--- config.mk ---
export PLATFORM = sky130hd
export DESIGN_NAME = game_sequencer
export DESIGN_NICKNAME = d
export VERILOG_FILES = /design/src/rtl/game_sequencer.sv
export SDC_FILE = /design/constraint.sdc
export NUM_CORES = 1
export LEC_CHECK = 0
export CAP_MARGIN = 20
export CORE_ASPECT_RATIO = 1.4
export CORE_UTILIZATION = 60
export CTS_BUF_LIST = sky130_fd_sc_hd__clkbuf_8
export DETAILED_ROUTE_END_ITERATION = 10
export GPL_TIMING_DRIVEN = 0
export PLACE_DENSITY = 0.93
export SLEW_MARGIN = 20
export SYNTH_ARGS = -nofsm -noshare
export SYNTH_HDL_FRONTEND = slang
export SYNTH_SLANG_ARGS = --single-unit
--- constraint.sdc ---
create_clock -name clk -period 3.4 [get_ports clk]
set_input_delay 1.02 -clock clk [delete_from_list [all_inputs] [get_ports clk]]
set_output_delay 1.02 -clock clk [all_outputs]
set_load 0.05 [all_outputs]
--- src/rtl/game_sequencer.sv ---
// Frame-counted game-flow FSM (IDLE/INTRO/PLAY/DEATH/WIN/OVER) driving draw-stage and freeze controls.
// Optional PAUSE state and pause_btn port with `define GAME_SEQUENCER_PAUSE_EN.
module game_sequencer #(
  parameter int INTRO_FRAMES = 120,
  parameter int DEATH_FRAMES = 90,
  parameter int END_FRAMES   = 180,
  parameter int LIVES        = 3
) (
  input  logic       clk,
  input  logic       rst_n,
  input  logic       vblnk,
  input  logic       start_btn,
`ifdef GAME_SEQUENCER_PAUSE_EN
  input  logic       pause_btn,
`endif
  input  logic       player_dead,
  input  logic       level_done,
  output logic       start_game,
  output logic       animation,
  output logic       freeze,
  output logic       game_over,
  output logic       win,
  output logic [1:0] lives,
  output logic [2:0] state
);

  typedef enum logic [2:0] {
    S_IDLE  = 3'd0,
    S_INTRO = 3'd1,
    S_PLAY  = 3'd2,
    S_DEATH = 3'd3,
    S_WIN   = 3'd4,
    S_OVER  = 3'd5,
    S_PAUSE = 3'd6
  } state_t;

  localparam logic [7:0] INTRO_LAST = 8'(INTRO_FRAMES - 1);
  localparam logic [7:0] DEATH_LAST = 8'(DEATH_FRAMES - 1);
  localparam logic [7:0] END_LAST   = 8'(END_FRAMES - 1);
  localparam logic [1:0] LIVES_INIT = 2'(LIVES);

  state_t      cur, nxt;
  logic [7:0]  cnt, cnt_nxt;
  logic [1:0]  lives_nxt;
  logic [1:0]  start_sync;
  logic        start_d;
  logic        vblnk_d;
  logic        start_press;
  logic        pause_press;
  logic        frame_tick;

  assign start_press = start_sync[1] & ~start_d;
  assign frame_tick  = vblnk & ~vblnk_d;
  assign state       = cur;

  always_ff @(posedge clk or negedge rst_n) begin
    if (!rst_n) begin
      start_sync <= 2'b00;
      start_d    <= 1'b0;
      vblnk_d    <= 1'b0;
    end else begin
      start_sync <= {start_sync[0], start_btn};
      start_d    <= start_sync[1];
      vblnk_d    <= vblnk;
    end
  end

`ifdef GAME_SEQUENCER_PAUSE_EN
  logic [1:0] pause_sync;
  logic       pause_d;

  always_ff @(posedge clk or negedge rst_n) begin
    if (!rst_n) begin
      pause_sync <= 2'b00;
      pause_d    <= 1'b0;
    end else begin
      pause_sync <= {pause_sync[0], pause_btn};
      pause_d    <= pause_sync[1];
    end
  end

  assign pause_press = pause_sync[1] & ~pause_d;
`else
  assign pause_press = 1'b0;
`endif

  always_ff @(posedge clk or negedge rst_n) begin
    if (!rst_n) begin
      cur        <= S_IDLE;
      cnt        <= 8'd0;
      lives      <= 2'd0;
      start_game <= 1'b0;
      animation  <= 1'b0;
      freeze     <= 1'b0;
      game_over  <= 1'b0;
      win        <= 1'b0;
    end else begin
      cur        <= nxt;
      cnt        <= cnt_nxt;
      lives      <= lives_nxt;
      start_game <= (nxt != S_IDLE);
      animation  <= (nxt == S_INTRO);
      freeze     <= (nxt == S_INTRO) || (nxt == S_DEATH) || (nxt == S_WIN) ||
                    (nxt == S_OVER)  || (nxt == S_PAUSE);
      game_over  <= (nxt == S_OVER);
      win        <= (nxt == S_WIN);
    end
  end

  always_comb begin
    nxt       = cur;
    lives_nxt = lives;
    cnt_nxt   = cnt;
    case (cur)
      S_IDLE: begin
        if (start_press) begin
          nxt       = S_INTRO;
          lives_nxt = LIVES_INIT;
        end
      end
      S_INTRO: begin
        if (frame_tick && cnt == INTRO_LAST) nxt = S_PLAY;
      end
      S_PLAY: begin
        // Death takes priority over both the goal and a simultaneous pause.
        if (player_dead)      nxt = S_DEATH;
        else if (level_done)  nxt = S_WIN;
        else if (pause_press) nxt = S_PAUSE;
      end
      S_DEATH: begin
        if (frame_tick && cnt == DEATH_LAST) begin
          if (lives > 2'd1) begin
            lives_nxt = lives - 2'd1;
            nxt       = S_INTRO;
          end else begin
            lives_nxt = 2'd0;
            nxt       = S_OVER;
          end
        end
      end
      S_WIN: begin
        if (frame_tick && cnt == END_LAST) nxt = S_INTRO;
      end
      S_OVER: begin
        if (frame_tick && cnt == END_LAST) nxt = S_IDLE;
      end
      S_PAUSE: begin
        if (pause_press) nxt = S_PLAY;
      end
      default: nxt = S_IDLE;
    endcase

    // Counter restarts with each phase, freezes while paused, saturates at 255.
    if (nxt != cur)
      cnt_nxt = 8'd0;
    else if (cur != S_PAUSE && frame_tick && cnt != 8'hFF)
      cnt_nxt = cnt + 8'd1;
  end

endmodule
==> results of run 1 <==
-- worst max-delay path: stages --
cell	delay [ns]
sky130_fd_sc_hd__clkdlybuf4s50_1	0.53
sky130_fd_sc_hd__nand4b_1	0.14
sky130_fd_sc_hd__or3_1	0.38
sky130_fd_sc_hd__buf_2	0.17
sky130_fd_sc_hd__a31o_1	0.25
sky130_fd_sc_hd__o21ai_4	0.24
sky130_fd_sc_hd__a211oi_1	0.09
-- placed cells by master (no fill, tap or decap), types with 2 or more instances in the layout --
cell,n
sky130_fd_sc_hd__o21ai_0,4
sky130_fd_sc_hd__a21oi_1,2
sky130_fd_sc_hd__and2_1,3
sky130_fd_sc_hd__dfrtp_1,22
sky130_fd_sc_hd__nand4bb_1,2
sky130_fd_sc_hd__clkdlybuf4s50_1,14
sky130_fd_sc_hd__and3_1,3
sky130_fd_sc_hd__clkbuf_8,4
sky130_fd_sc_hd__nand2b_1,4
sky130_fd_sc_hd__clkbuf_1,3
sky130_fd_sc_hd__nor3b_1,3
sky130_fd_sc_hd__a211oi_1,2
sky130_fd_sc_hd__nand2_1,6
sky130_fd_sc_hd__nor4_1,2
sky130_fd_sc_hd__nand4b_1,3
sky130_fd_sc_hd__buf_2,3
sky130_fd_sc_hd__a211o_1,2
sky130_fd_sc_hd__nand4_1,3
sky130_fd_sc_hd__ha_1,2
sky130_fd_sc_hd__o31a_1,2
sky130_fd_sc_hd__xor2_1,6
sky130_fd_sc_hd__nor2b_1,3
sky130_fd_sc_hd__inv_1,2
sky130_fd_sc_hd__nor2_1,11
-- flip-flops by register name, indices dropped and copies added (netlist names) --
signal / count
lives: 2
start_sync: 2
state: 3
start_d: 1
animation: 1
game_over: 1
start_game: 1
cnt: 8
win: 1
freeze: 1
vblnk_d: 1
-- stage by stage --
step                cells  worst slack (ns)  hold slack, ns
floorplan             114              1.13           0.331
global placement      149             0.471           0.333
detailed placement    149             0.422           0.336
CTS                   153             0.703           0.354
global route          153             0.625           0.362
finish                153             0.708           0.351
-- worst max path at each step --
stage / start / endpoint / cells after the start
after floorplan: vblnk / cnt[1] / 6
after global placement: vblnk / cnt[1] / 7
after detailed placement: vblnk / cnt[1] / 7
after CTS: vblnk / cnt[1] / 7
after global routing: vblnk / cnt[1] / 7
final: vblnk / cnt[1] / 7
-- metal layers --
layer	up-vias	wire [um]	global-route usage [%]
met4	0	29	8.62
met1	460	1080	32.4
li1	458	-	-
met5	-	0	0
met3	5	124	7.32
met2	35	1370	51.4
-- report_power, final --
part / switching (uW) / total (uW) / internal (uW)
Sequential: 44.0 / 340 / 296
Combinational: 68.6 / 122 / 53.1
Clock: 87.2 / 191 / 103
Total: 200 / 653 / 453
-- logic make-up (layout without fill, tap and decap cells) --
family / Yosys count / after routing
muxes: 1 / 1
and+or+nand+nor: 52 / 52
buffers and inverters: 7 / 26
DFF: 22 / 22
adders and majority gates: 2 / 2
AOI/OAI and AO/OA: 23 / 23
xor gates and xnor gates: 7 / 7
-- layout make-up --
class / count / area share [%]
well taps: 20 / 1.77
multi-input cells: 85 / 43.0
plain buffers: 5 / 1.51
repair buffers: 15 / 10.3
flip-flops and latches: 22 / 39.0
inverters: 2 / 0.531
clock buffers: 4 / 3.90
==> PnR_summary.wiki, run 1 <==
{| class="wikitable"
! Metric !! Value
|-
| Flop and latch count out of synthesis || 22
|-
| Aggregate routed wire length || 2.60 mm
|-
| Multi-input combinational cell area || 608 um^2
|-
| Die extent in x || 39.6 um
|-
| Setup repair after global routing missed its margin || false
|-
| Highest Clock Rate || 0.372 GHz
|-
| Data arrival at the endpoint of the critical path || 2.82 ns
|-
| Post-CTS Hold Buffers || 0
|-
| Worst slew pin tran || 0.649 ns
|-
| Clock tree buffer depth || 2
|-
| Number of max-cap violations || 0
|-
| Max Clock Skew || 0.00271 ns
|-
| Final critical-path share of the clock period || 79.2%
|-
| Setup-failing EPs final || 0
|-
| Most common library cells after synthesis || sky130_fd_sc_hd__dfrtp_1, sky130_fd_sc_hd__nor2_1, sky130_fd_sc_hd__nand2_1, sky130_fd_sc_hd__xor2_1
|-
| Number of endpoints with negative hold slack in the final report || 0
|-
| Endpoint of the most critical register-to-register path || cnt[1]
|-
| Number of buffers created by CTS || 3
|-
| Crit Path Max Fanout || 8
|-
| Placed standard-cell area || 1360 um^2
|-
| Post-route design area || 1410 um^2
|-
| Final Core Density || 78.4%
|-
| Number of antenna violations at the first check in global routing || 0
|-
| Most numerous cell in the Yosys netlist || sky130_fd_sc_hd__dfrtp_1
|-
| Routed vias || 958
|-
| Leading register cell type out of synthesis || sky130_fd_sc_hd__dfrtp_1
|-
| Critical path data required time || 3.53 ns
|-
| Simple logic cell fraction of the synthesized area || 26.3%
|-
| End of the worst hold path || start_sync[1]
|-
| I/O Buffers || 15
|-
| Clock input transition at the sequential cells of the worst setup and hold paths || 0.08 ns
|-
| Xor and xnor fraction of the mapped netlist area || 5.16%
|-
| Worst-skew pair later-pin latency || 0.27 ns
|-
| Average vias per placed instance || 6.26
|-
| Total global routing track utilization || 28.7%
|-
| Power per unit of standard cell area || 462 nW/um^2
|-
| Combinational family with the most area after synthesis || simple AND/OR/NAND/NOR gates
|-
| Wire length of the first global-routing pass || 4.06 mm
|-
| Worst-case vdd ir drop || 438 uV
|-
| Synthesized-area fraction occupied by ao, oa, aoi and oai cells || 16.6%
|-
| Number of cell rows || 18
|-
| Number of pins exceeding their max-slew limit in the final report || 0
|-
| FFs w/ async S/R, synth || 100%
|-
| Worst setup path category || input pin to flop
|-
| Fin Setup TNS || 0 ns
|-
| Worst min-delay path class || flop to flop
|-
| Most area-hungry cell type in the Yosys netlist || sky130_fd_sc_hd__dfrtp_1
|-
| Effective utilization at floorplan || 65.9%
|-
| Total design power || 653 uW
|-
| Number of gates resized after cts || 0
|-
| Post-synthesis instance area || 1190 um^2
|-
| Worst relative slew slack || 56.7%
|-
| Leakage || 0.000542 uW
|-
| Worst Hold Depth || 0
|-
| Setup slack, reg-to-reg || 1.23 ns
|-
| Number of instances in the synthesized netlist || 114
|-
| Remaining Overflow, GRT || 0
|-
| Routed WL per cell || 17.0 um
|-
| Number of global-route vias before repair || 884
|-
| Last weighted congestion value of the routability-driven placer || 0.791
|-
| DRC marker count from the first detailed-route iteration || 30
|-
| H-tree depth || 1
|-
| Minimum clock period after layout || 2.69 ns
|-
| Register area || 551 um^2
|-
| CTS tree || built
|-
| Relative area change from synthesis to final layout || 19.0%
|-
| Die Outline Area || 2160 um^2
|-
| Nets in the synthesized netlist || 122
|-
| Hold path startpoint || start_sync[0]
|-
| Number of setup buffers added after CTS || 0
|-
| Estimated wirelength of the detail-placed design || 1.88 mm
|-
| Floorplan Core Area || 1800 um^2
|-
| Diodes inserted || 0
|-
| Pre-Repair DR Iteration Count || 5
|-
| Nature of the critical path endpoint || flop
|-
| Ports placed on the boundary || 16
|-
| Post-synth top area share || 46.4%
|-
| Fraction of layout cells with a size suffix above 1 || 10.5%
|-
| Remaining routing DRC violations || 0
|-
| Final-layout fill cell count || 123
|-
| Synth warnings || 0
|-
| CTS Sinks || 22
|-
| Top cells by area, synth || sky130_fd_sc_hd__dfrtp_1, sky130_fd_sc_hd__xor2_1, sky130_fd_sc_hd__nor2_1, sky130_fd_sc_hd__nand4b_1, sky130_fd_sc_hd__ha_1
|-
| Largest net degree at the start of global routing || 23
|-
| Number of nets in the final layout || 142
|-
| Average cell area after synthesis || 10.4 um^2
|-
| Die H || 54.6 um
|-
| Logic depth of the worst register-to-register path || 8
|-
| Number of flops mapped to enable cells by yosys || 0
|-
| Mux cell area share after synthesis || 0.948%
|-
| Adder-cell share of the synthesized area || 2.11%
|-
| Antenna viol nets, final || 0
|-
| Startpoint of the worst-slack reg-to-reg timing path || cnt[1]
|-
| CTS root buf || sky130_fd_sc_hd__clkbuf_8
|-
| Run status || complete, no violations
|-
| Count of different cell masters after synthesis || 44
|-
| Kind of start point of the critical path || input pin
|-
| Seq/Total Area, Yosys || 46.4%
|}
No activity file was read; power rests on OpenSTA's default activity.
==> inputs of run 2 (changes only) <==
- CORE_UTILIZATION: 60 -> 56
- PLACE_DENSITY: 0.93 -> 0.88
- clock period: 3.4 -> 2.65 ns (I/O delays scaled with it)
==> PnR_summary.wiki, run 2 (synthesized netlist as in run 1, its figures left out) <==
{| class="wikitable"
! Metric !! Value
|-
| Worst-skew pair later-pin latency || 0.26 ns (about the same)
|-
| Die Outline Area || 2310 um^2 (+6.8%)
|-
| Number of pins exceeding their max-slew limit in the final report || 0 (unchanged)
|-
| Number of gates on the worst path with buffers counted || 7 (unchanged)
|-
| Max Clock Skew || 0.00458 ns (+0.00187 ns)
|-
| Post-CTS Hold Buffers || 0 (unchanged)
|-
| DRC marker count from the first detailed-route iteration || 18 (-40%)
|-
| Number of max-cap violations || 0 (unchanged)
|-
| Final-layout fill cell count || 152 (+24%)
|-
| Worst relative slew slack || 55.5% (-1.2 points)
|-
| Routed vias || 952 (-0.63%)
|-
| Most frequent cells in the layout || sky130_fd_sc_hd__dfrtp_1, sky130_fd_sc_hd__clkdlybuf4s50_1, sky130_fd_sc_hd__nor2_1, sky130_fd_sc_hd__nand2_1, sky130_fd_sc_hd__xor2_1
|-
| CTS root buf || sky130_fd_sc_hd__clkbuf_8
|-
| Sw Pwr || 250 uW (+25%)
|-
| Setup-failing EPs final || 0 (unchanged)
|-
| Kind of start point of the critical path || input pin
|-
| Run status || complete, no violations
|-
| Worst setup path category || input pin to flop
|-
| Delay-heaviest family, CP || buffers and inverters
|-
| Number of buffer and inverter instances along the worst setup path || 2 (unchanged)
|-
| Number of cell rows || 19 (+1)
|-
| Aggregate routed wire length || 2.44 mm (-6.3%)
|-
| Estimated wirelength of the detail-placed design || 1.64 mm (-13%)
|-
| Pre-Repair DR Iteration Count || 4 (-1)
|-
| Data arrival at the endpoint of the critical path || 2.59 ns (-0.23 ns)
|-
| Reg with most FFs || cnt
|-
| Routed WL per cell || 15.8 um (-6.9%)
|-
| Floorplan Core Area || 1970 um^2 (+9.5%)
|-
| Power share of the sequential group || 48.0% (-4.1 points)
|-
| Worst Hold Depth || 0 (unchanged)
|-
| Number of endpoints with negative hold slack in the final report || 0 (unchanged)
|-
| Critical path data required time || 2.77 ns (-0.76 ns)
|-
| Largest net degree at the start of global routing || 23 (unchanged)
|-
| H-tree depth || 1 (unchanged)
|-
| Die extent in x || 40.9 um (+3.3%)
|-
| Number of antenna violations at the first check in global routing || 0 (unchanged)
|-
| Switching part of the total || 27.7% (-2.9 points)
|-
| Clock input transition at the sequential cells of the worst setup and hold paths || 0.08 ns (about the same)
|-
| Remaining Overflow, GRT || 0 (unchanged)
|-
| Effective utilization at floorplan || 60.2% (-5.7 points)
|-
| Worst-case vdd ir drop || 456 uV (+4.0%)
|-
| Nature of the critical path endpoint || flop
|-
| Final critical-path share of the clock period || 92.9%
|-
| Logic pwr share || 17.7% (-0.9 points)
|-
| Leakage || 0.000549 uW (+1.3%)
|-
| Number of gates resized after cts || 0 (unchanged)
|-
| Worst slew pin tran || 0.667 ns (+0.0179 ns)
|-
| Average vias per placed instance || 6.18 (-1.3%)
|-
| Diodes inserted || 0 (unchanged)
|-
| CTS tree || built
|-
| Clock tree buffer depth || 2 (unchanged)
|-
| I/O Buffers || 15 (unchanged)
|-
| Setup repair after global routing missed its margin || false
|-
| Number of global-route vias before repair || 927 (+4.9%)
|-
| Highest Clock Rate || 0.406 GHz
|-
| Remaining routing DRC violations || 0 (unchanged)
|-
| CP max stage cell || sky130_fd_sc_hd__clkdlybuf4s50_1
|-
| Power per unit of standard cell area || 631 nW/um^2 (+36%)
|-
| Wire length of the first global-routing pass || 3.91 mm (-3.9%)
|-
| Total global routing track utilization || 24.1% (-4.6 points)
|-
| Number of buffers created by CTS || 3 (unchanged)
|-
| Logic depth of the worst register-to-register path || 8 (unchanged)
|-
| CTS Sinks || 22 (unchanged)
|-
| Crit Path Max Fanout || 8 (unchanged)
|-
| Number of flip-flops in the largest register || 8 (unchanged)
|-
| Most common cell after layout, fill and taps aside || sky130_fd_sc_hd__dfrtp_1
|-
| Die H || 56.5 um (+3.4%)
|-
| Minimum clock period after layout || 2.46 ns
|-
| Number of setup buffers added after CTS || 0 (unchanged)
|-
| Setup slack, reg-to-reg || 0.49 ns (-0.74 ns)
|-
| Worst min-delay path class || flop to flop
|-
| Ordered cell list for the critical path || clkdlybuf4s50_1 > nand4b_1 > or3_1 > buf_2 > a31o_1 > o21ai_4 > a211oi_1
|-
| Final Core Density || 72.5% (-5.9 points)
|-
| Ports placed on the boundary || 16 (unchanged)
|-
| Fin Setup TNS || 0 ns (unchanged)
|-
| Fraction of layout cells with a size suffix above 1 || 10.5% (unchanged)
|-
| Clk network pwr share || 34.3% (+5.1 points)
|-
| Worst stage delay on the critical path || 0.52 ns (about the same)
|-
| Number of nets in the final layout || 142 (unchanged)
|-
| Cell Int Power || 652 uW (+44%)
|-
| Total design power || 902 uW (+38%)
|-
| Last weighted congestion value of the routability-driven placer || 0.794 (+0.49%)
|-
| Antenna viol nets, final || 0 (unchanged)
|-
| Relative area change from synthesis to final layout || 20.4%
|}
[run 2: changes by cell type in the layout (fill, tap and decap cells not counted)]
cell                        change
sky130_fd_sc_hd__clkbuf_8       -1
sky130_fd_sc_hd__bufinv_16      +1
[run 2: power by group through the flow]
| stage | sequential [uW] | combinational, uW | clock (uW) |
|---|---|---|---|
| after floorplan | 425 | 117 | 0 |
| after global placement | 436 | 149 | 0 |
| after detailed placement | 439 | 160 | 0 |
| after CTS | 432 | 163 | 317 |
| after global routing | 440 | 176 | 330 |
| final | 433 | 160 | 309 |
[run 2: path summary, 6_finish.rpt]
check                               from             to
setup / recovery                   vblnk         cnt[1]
hold / removal             start_sync[0]  start_sync[1]
setup reg to reg                  cnt[1]         cnt[1]
hold reg to reg            start_sync[0]  start_sync[1]
max in group asynchronous          rst_n       state[0]
min in group asynchronous          rst_n         cnt[1]
[run 2: layout make-up]
cell class | count | area, um^2 | area share [%]
buffer | 5 | 21.3 | 1.49
clock buffer | 3 | 41.3 | 2.89
sequential | 22 | 551 | 38.5
tap | 21 | 26.3 | 1.84
multi-input combinational | 85 | 608 | 42.5
timing repair buffer | 15 | 145 | 10.1
inverter | 2 | 7.51 | 0.525
clock inverter | 1 | 30.0 | 2.10
[run 2: routing by layer]
metal | global-route usage, % | vias up | share of wire, %
li1 | - | 451 | -
met1 | 28.4 | 454 | 42
met2 | 40.0 | 40 | 52
met3 | 3.56 | 7 | 4.1
met4 | 11.0 | 0 | 2.1
met5 | 0 | - | 0
[run 2: stage by stage]
step | hold WS (ns) | area [um^2] | instances | setup WS (ns)
CTS | 0.355 | 1440 | 154 | 0.179
global route | 0.358 | 1430 | 154 | 0.0903
global placement | 0.336 | 1360 | 150 | -0.0636
finish | 0.353 | 1430 | 154 | 0.188
floorplan | 0.331 | 1190 | 114 | 0.575
detailed placement | 0.337 | 1360 | 150 | -0.0922
==> inputs of run 3 (changes only) <==
- CAP_MARGIN: 20 -> 25
==> results of run 3 <==
Same layout as run 2: the final DEF is identical, and so are final timing and power.
